**config.mk**
```make
export PLATFORM = sky130hd
export DESIGN_NAME = arb_rr_pick
export DESIGN_NICKNAME = d
export VERILOG_FILES = /design/src/rtl/rr_arb_pkg.sv /design/src/rtl/arb_rr_pick.sv
export SDC_FILE = /design/constraint.sdc
export NUM_CORES = 1
export LEC_CHECK = 0
export ABC_CLOCK_PERIOD_IN_PS = 2100
export CORE_AREA = 2 2 39 41
export DETAILED_ROUTE_END_ITERATION = 8
export DIE_AREA = 0 0 41 43
export PLACE_DENSITY = 0.61
export RECOVER_POWER = 25
export REMOVE_ABC_BUFFERS = 1
export SLEW_MARGIN = 10
export SYNTH_ARGS = -nofsm -noshare
export SYNTH_HDL_FRONTEND = slang
export SYNTH_SLANG_ARGS = --single-unit
```
**constraint.sdc**
```tcl
create_clock -name vclk -period 2.1
set_clock_uncertainty 0.1 [all_clocks]
set_input_delay 0.315 -clock vclk [all_inputs]
set_output_delay 0.315 -clock vclk [all_outputs]
set_load 0.05 [all_outputs]
```
**src/rtl/rr_arb_pkg.sv**
```systemverilog
// Shared constants, FSM encoding and one-hot encoder for the round-robin arbiter.
// Pure declarations; no clocked logic and no flow control.
package rr_arb_pkg;

  localparam int NREQ = 4;
  localparam int IDW  = 2;

  typedef enum logic {
    IDLE  = 1'b0,
    GRANT = 1'b1
  } state_t;

  // 4:2 encoder; an all-zero input encodes to 0.
  function automatic logic [IDW-1:0] onehot_to_idx(input logic [NREQ-1:0] oh);
    logic [IDW-1:0] idx;
    idx = '0;
    for (int k = 0; k < NREQ; k++) begin
      if (oh[k]) idx = IDW'(k);
    end
    return idx;
  endfunction

endpackage

```
**src/rtl/arb_rr_pick.sv**
```systemverilog
// Combinational round-robin pick: the first set request at or above i_ptr, wrapping 3->0.
// Zero latency; no flow control, the caller decides when the pick is taken.
module arb_rr_pick
  import rr_arb_pkg::*;
(
  input  logic [NREQ-1:0] i_req,
  input  logic [IDW-1:0]  i_ptr,
  output logic [NREQ-1:0] o_oh,
  output logic [IDW-1:0]  o_idx,
  output logic            o_any
);

  logic [IDW-1:0] w_cand;
  logic           w_found;

  // The IDW-bit candidate index wraps modulo NREQ on its own.
  always_comb begin
    o_oh    = '0;
    w_found = 1'b0;
    w_cand  = i_ptr;
    for (int k = 0; k < NREQ; k++) begin
      w_cand = i_ptr + IDW'(k);
      if (!w_found && i_req[w_cand]) begin
        w_found      = 1'b1;
        o_oh[w_cand] = 1'b1;
      end
    end
  end

  assign o_idx = onehot_to_idx(o_oh);
  assign o_any = |i_req;

endmodule

```
# After elaboration in Yosys (flattened, before gate mapping)
# Index checks and enable logic that the tools add are counted.
# Widths: inputs -> output; s select.
# word_totals
inputBits	6
elab_cells	51
register_bits	0
# op_classes
bitwise_logic	3
n_addsub	3
mux	26
magnitude_cmp	8
reduce_logical	11
# op_table
operator	count
$mux 4	4
$lt 2x3->1 const B	4
$mux 1	12
$or 4x4->4	3
$bmux 1 s2	4
$demux 1 s2	4
$ge 2x1->1 const B	4
$logic_and 1x1->1	7
$add 2x2->2 const B	2
$mux 2	2
$reduce_or 4->1	1
$logic_not 1->1	3
$add 2x1->2 const B	1

# Depth between registers and ports, before layout
# Gate-level depths: netlist of run 1.
# depth
depth_word	15
depth_mapped	8
depth_no_buf	7

# Worst setup path before layout of run 1
# No wires, ideal clock.
# synth_timing
path_type	input port to output port
from	input i_ptr[0]
to	output o_idx[0]
path_slack_ns	-0.914
n_path_buf	1
path_stages	8
t_arrival_ns	2.599
path_cell_list	buf_6 > inv_1 > ha_1 > mux4_2 > nand2_1 > o21ai_0 > a221o_1 > o21bai_1
# synth_via
elab_cells_between_ends	50
classes_between	add/sub: 3; order compare: 8; mux: 26; bitwise: 3; reduce/logical: 10
# synth_rtl
element	line	source
start, declared	arb_rr_pick.sv:7	input logic [IDW-1:0] i_ptr,
parallel branches: the longest is 11 deep, another holds $lt 2x3->1	--	
$mux 4 (*)	arb_rr_pick.sv:23	if (!w_found && i_req[w_cand]) begin
net o_oh[2]	arb_rr_pick.sv:8	output logic [NREQ-1:0] o_oh,
$mux 2 (*) (2 in a row)	rr_arb_pkg.sv:18	if (oh[k]) idx = IDW'(k);
end, declared	arb_rr_pick.sv:9	output logic [IDW-1:0] o_idx,
# Mark *: on every way through the listed nets, which the timed path passes. The select of a mux whose other input is x is not followed.

# Worst setup path in the final report of run 1
# layout_timing
from	input i_ptr[0]
to	output o_idx[1]
# layout_via
elab_chain_len	14
elab_cells_between_ends	49
classes_between	add/sub: 3; order compare: 8; mux: 25; bitwise: 3; reduce/logical: 10
# layout_lines
element	line
parallel branches: the longest is 11 deep, another holds $lt 2x3->1	--
$mux 4 (*)	arb_rr_pick.sv:23
$mux 2	rr_arb_pkg.sv:18
$mux 2 (*)	rr_arb_pkg.sv:18
# Every way passes the cells marked *. The select of a mux whose other input is x is not followed.

==> impl_metrics.toml, run 1 <==
[cells_and_area]
insertedDiodeCount = 0
seqCellArea_sq_um = 0
stdcell_count = 103
seq_cells = 0
nClkBuffers = 0
syn_to_final_growth_pct = 134
drive_gt1_frac = 0.632
finish.net_count = 102

[yosys]
yosysTopAreaCell = "ha_1"
syn_inst = 47
yosysMostFrequentCell = "nand2_1"
synthTopCellsByArea = "ha_1, mux4_2, a221o_1"
ys_types = 21
yosys_warnings = 0
syn_area_sq_um = 365
netlist.area_leader.share = 0.240
syn_avg_cell_area_sq_um = 7.77
synth_top_cells_by_count = "nand2_1, ha_1, inv_1, o21ai_0, a221o_1"
ys_seq_area_frac = 0

[critical_path]
critPathTopFamily = "multiplexers"
critical_path_buf_inv_count = 3
crit_fanout = 5
slowest_delay_ps = 570
end_kind = "output pin"
path_class = "in -> out"
crit_required_ps = 1680
arrival_ps = 1950
crit_chain = "buf_8 > buf_6 > mux4_2 > nand2_1 > o21ai_1 > a221o_1 > or2_1 > buf_12"
startpoint_type = "primary input"
slowest_stage = "mux4_2"

[routing]
drt_pre_antenna_iters = 4
vias_per_cell = 5.05
ant_nets = 0
num_vias = 520
drt_first_iter_violations = 3
drt-total-wl_mm = 1.14
wl_per_cell_microns = 11.1
drc_errors = 0

[sta]
final.setup.tns_ps = -1200
finalCritPeriodShare = 1.13
fin_crit_ps = 2370
setup_viol = 6
finalHoldViolations = 0
clock.fmax_ghz = 0.423
max_slew_margin = 0.804
final.setup.worst_slack_ps = -266
fin_hold_ws_ps = 1040
tightestPinTransition_ps = 294
rsz0062_at_grt = "true"
maxSlewViolCount = 0

[die]
num_io_pins = 13
die_w_microns = 41
initial_utilization = 0.264
die_h_microns = 43
row_count = 14
core-area_sq_um = 1380
dieArea_sq_um = 1760

[global_routing]
grt.met2_usage = 0.284
grt_pass1_vias = 486
grt_overflow = 0
busiest_layer = "met2"
grt_usage = 0.148
use_met1 = 0.177
grt_max_degree = 7
grt_antenna_before_repair = 0
grt_pass1_wl_mm = 1.96
grt_util_met3 = 0.00524

[place]
dp_slack_ps = -819
gp_congestion = 0.771
portBuffers = 13
post-place-cells = 93

[status]
violations = "setup timing"
outcome = "finished, violations left"

[hold_path]
hold_depth = 3
hold_class = "in -> out"
hold_start = "i_req[3]"
min_to = "o_any"

[power_and_ir_drop]
leakagePower_nw = 0.404
totalPowerFinal_mw = 0.299
ir_drop_mv = 0.155
power.density_nw_per_um2 = 350

[clocking]
cts_hold_buffers = 0

[flow_run]
maxCapViolations = 0
==> power breakdown <==
group | internal [mW] | switching [mW]
Clock | 0 | 0
Combinational | 0.156 | 0.143
Sequential | 0 | 0
Total | 0.156 | 0.143
==> per-stage QoR <==
step | area [sq um] | utilization
finish | 853 | 0.617
global route | 853 | 0.617
CTS | 795 | 0.574
detailed placement | 697 | 0.504
global placement | 697 | 0.504
floorplan | 354 | -
==> logic make-up (layout without fill, tap and decap cells) <==
| logic type | count (synthesis) | after routing | share of synthesized area |
|---|---|---|---|
| AOI/OAI and AO/OA | 13 | 13 | 0.277 |
| adders and majority gates | 7 | 7 | 0.240 |
| buffers and inverters | 5 | 45 | 0.0719 |
| muxes | 2 | 2 | 0.123 |
| and+or+nand+nor | 20 | 20 | 0.288 |
==> routing by layer <==
| metal | vias to the layer above | share of wire |
|---|---|---|
| met3 | 2 | 0.032 |
| li1 | 258 | - |
| met4 | 0 | 0.0052 |
| met5 | - | 0 |
| met1 | 246 | 0.39 |
| met2 | 14 | 0.57 |
==> cell type report <==
| cell class | count | area [sq um] |
|---|---|---|
| Fill cell | 125 | 531 |
| Inverter | 4 | 20.0 |
| Multi-Input combinational cell | 42 | 410 |
| Tap cell | 16 | 20.0 |
| Timing Repair Buffer | 41 | 403 |
==> cell usage in the layout, fill, tap and decap left out <==
cell             synthesis  routed
buf_4                    0      24
nand2_1                  8       8
ha_1                     7       6
buf_12                   0       6
buf_6                    1       5
a221o_1                  3       3
buf_2                    0       3
inv_4                    0       2
inv_1                    4       2
mux4_2                   2       2
a221oi_2                 0       2
o21ai_1                  1       2
o21ai_0                  4       2
nor2_2                   0       1
a32oi_4                  0       1
nor2b_1                  1       1
nor2_1                   2       1
a211oi_4                 0       1
nor3b_2                  0       1
nand3_1                  2       1
nand4b_1                 1       1
and3b_1                  1       1
nor3b_1                  2       1
nor3_1                   1       1
nand3_2                  0       1
o21ai_2                  0       1
o21bai_2                 0       1
or4_1                    1       1
or2_1                    1       1
ha_4                     0       1
buf_8                    0       1
clkdlybuf4s15_2          0       1
clkbuf_2                 0       1
==> repair_timing <==
item                       CTS  global route
pin swaps                    9             3
resized for setup           38             9
hold endpoints to repair     0             0
setup buffers                8             3
setup endpoints to repair    6             6
cloned                       0             0
==> worst max path at each step <==
stage | from | end | slack (ps) | cells after the start
after CTS | i_ptr[0] | o_idx[1] | -240 | 8
final | i_ptr[0] | o_idx[1] | -270 | 8
after global placement | i_ptr[1] | o_idx[0] | -750 | 8
after floorplan | i_ptr[0] | o_idx[0] | -790 | 7
after detailed placement | i_ptr[0] | o_idx[0] | -820 | 8
after global routing | i_ptr[0] | o_idx[1] | -310 | 8
==> tightest hold or removal path: stages <==
cell and delay, ps:
buf_2 120, or4_1 120, clkbuf_2 270
Note: power is estimated with default switching activity, not from simulation.
==> inputs of run 2 (changes only) <==
--- a/config.mk
+++ b/config.mk
@@ -5,11 +5,11 @@
 export SDC_FILE = /design/constraint.sdc
 export NUM_CORES = 1
 export LEC_CHECK = 0
-export ABC_CLOCK_PERIOD_IN_PS = 2100
+export ABC_CLOCK_PERIOD_IN_PS = 2300
 export CORE_AREA = 2 2 39 41
 export DETAILED_ROUTE_END_ITERATION = 8
 export DIE_AREA = 0 0 41 43
-export PLACE_DENSITY = 0.61
+export PLACE_DENSITY = 0.59
 export RECOVER_POWER = 25
 export REMOVE_ABC_BUFFERS = 1
 export SLEW_MARGIN = 10
==> constraint.sdc (replaced) <==
create_clock -name vclk -period 2.3
set_clock_uncertainty 0.1 [all_clocks]
set_input_delay 0.345 -clock vclk [all_inputs]
set_output_delay 0.345 -clock vclk [all_outputs]
set_load 0.05 [all_outputs]
==> run 2 against run 1 <==
  * The flow still finishes with violations (setup timing)
  * Total power fell by 16%
  * Via count fell by 9.6%
  * Hold slack improved by 240 ps
  * Critical path depth did not move
  * First-iteration DRC count rose by 67%
  * Sequential share of layout area did not move
  * Count of clock-buffer cells in the layout did not move
  * Wire length fell by 14%
  * Non-clock buffer count fell by 10
  * Combinational power fell by 16%
  * Flip-flop and latch count did not move
==> impl_metrics.toml, run 2 (synthesis results as in run 1) <==
[sta]
tightestPinTransition_ps = 593
finalHoldViolations = 0
final.setup.worst_slack_ps = -136
maxSlewViolCount = 0
finalCritPeriodShare = 1.06
setup_viol = 4
rsz0062_at_grt = "true"
max_slew_margin = 0.607
fin_crit_ps = 2440
final.setup.tns_ps = -331
clock.fmax_ghz = 0.410

[routing]
wl_per_cell_microns = 10.6
drt_first_iter_violations = 5
num_vias = 470
drt_pre_antenna_iters = 3
drc_errors = 0
ant_nets = 0
vias_per_cell = 5.05
drt-total-wl_microns = 987

[cells_and_area]
insertedDiodeCount = 0
stdcell_count = 93
syn_to_final_growth_pct = 104
fillers = 130
drive_gt1_frac = 0.519
seq_cells = 0
nClkBuffers = 0
finish.net_count = 92
final_util = 0.539
layout.cells.most_common = "buf_4"
final_cell_mix = "buf_4, nand2_1, buf_12"
seqCellArea_sq_um = 0

[critical_path]
startpoint_type = "primary input"
path_class = "in -> out"
slowest_stage = "mux4_2"
crit_required_ps = 1860
crit_fanout = 5
end_kind = "output pin"
arrival_ps = 1990
slowest_delay_ps = 570
cpMostUsedCell = "buf_6"
crit_chain = "buf_6 > buf_6 > mux4_2 > nand2_1 > o21ai_1 > a221o_1 > or2_1 > buf_12"

[flow_run]
maxCapViolations = 0

[power_and_ir_drop]
totalPowerFinal_mw = 0.250
ir_drop_mv = 0.120
leakagePower_nw = 0.344
power.density_nw_per_um2 = 335

[status]
violations = "setup timing"
outcome = "finished, violations left"

[hold_path]
hold_depth = 3
hold_class = "in -> out"

[global_routing]
grt_max_degree = 9
grt_usage = 0.137
grt_overflow = 0
grt_pass1_wl_mm = 1.77
grt_pass1_vias = 437
grt_antenna_before_repair = 0

[die]
core-area_sq_um = 1380
row_count = 14
dieArea_sq_um = 1760
initial_utilization = 0.264
die_h_microns = 43
die_w_microns = 41
num_io_pins = 13

[place]
post-place-cells = 91
gp_congestion = 0.778
portBuffers = 13
dp_hpwl_microns = 804
[run 2: final cells by class]
type | instances | area, sq um | area share
repair buffers | 31 | 325 | 0.436
inverters | 4 | 17.5 | 0.0235
multi-input cells | 42 | 383 | 0.513
well taps | 16 | 20.0 | 0.0268
[run 2: power breakdown]
group / leakage, nW / internal, mW / switching [mW] / total (mW)
Sequential: 0 / 0 / 0 / 0
Clock: 0 / 0 / 0 / 0
Combinational: 0.344 / 0.126 / 0.124 / 0.250
[run 2: repair_timing]
item,in CTS,in global routing
endpoints found under the hold margin,0,0
hold buffers,0,0
setup buffers,2,0
endpoints found under the setup margin,6,6
pin swaps,10,8
resized for setup,37,3
[run 2: stage by stage]
step,instance area [sq um],hold WS (ps),worst slack [ps]
6_report,746,1280,-136
5_1_grt,746,1320,-194
4_1_cts,749,1020,-140
3_5_place_dp,682,1440,-643
3_3_place_gp,682,1440,-606
2_1_floorplan,354,960,-649
[run 2: worst max-delay path: cells and delay by family]
| family | cells | cell delay, ps |
|---|---|---|
| buffers and inverters | 3 | 350 |
| multiplexers | 1 | 570 |
| AO/OA/AOI/OAI | 2 | 370 |
| AND/OR/NAND/NOR | 2 | 360 |
[run 2: path summary, 6_finish.rpt]
path | startpoint | to | slack [ps]
setup / recovery | i_ptr[0] | o_idx[1] | -140
hold / removal | i_req[1] | o_any | 1280
[run 2: metal layers]
layer / global-route usage / vias up / part of all wire
li1: - / 239 / -
met1: 0.148 / 219 / 0.36
met2: 0.281 / 12 / 0.61
met3: 0 / 0 / 0.032
met4: 0 / 0 / 0
met5: 0 / - / 0
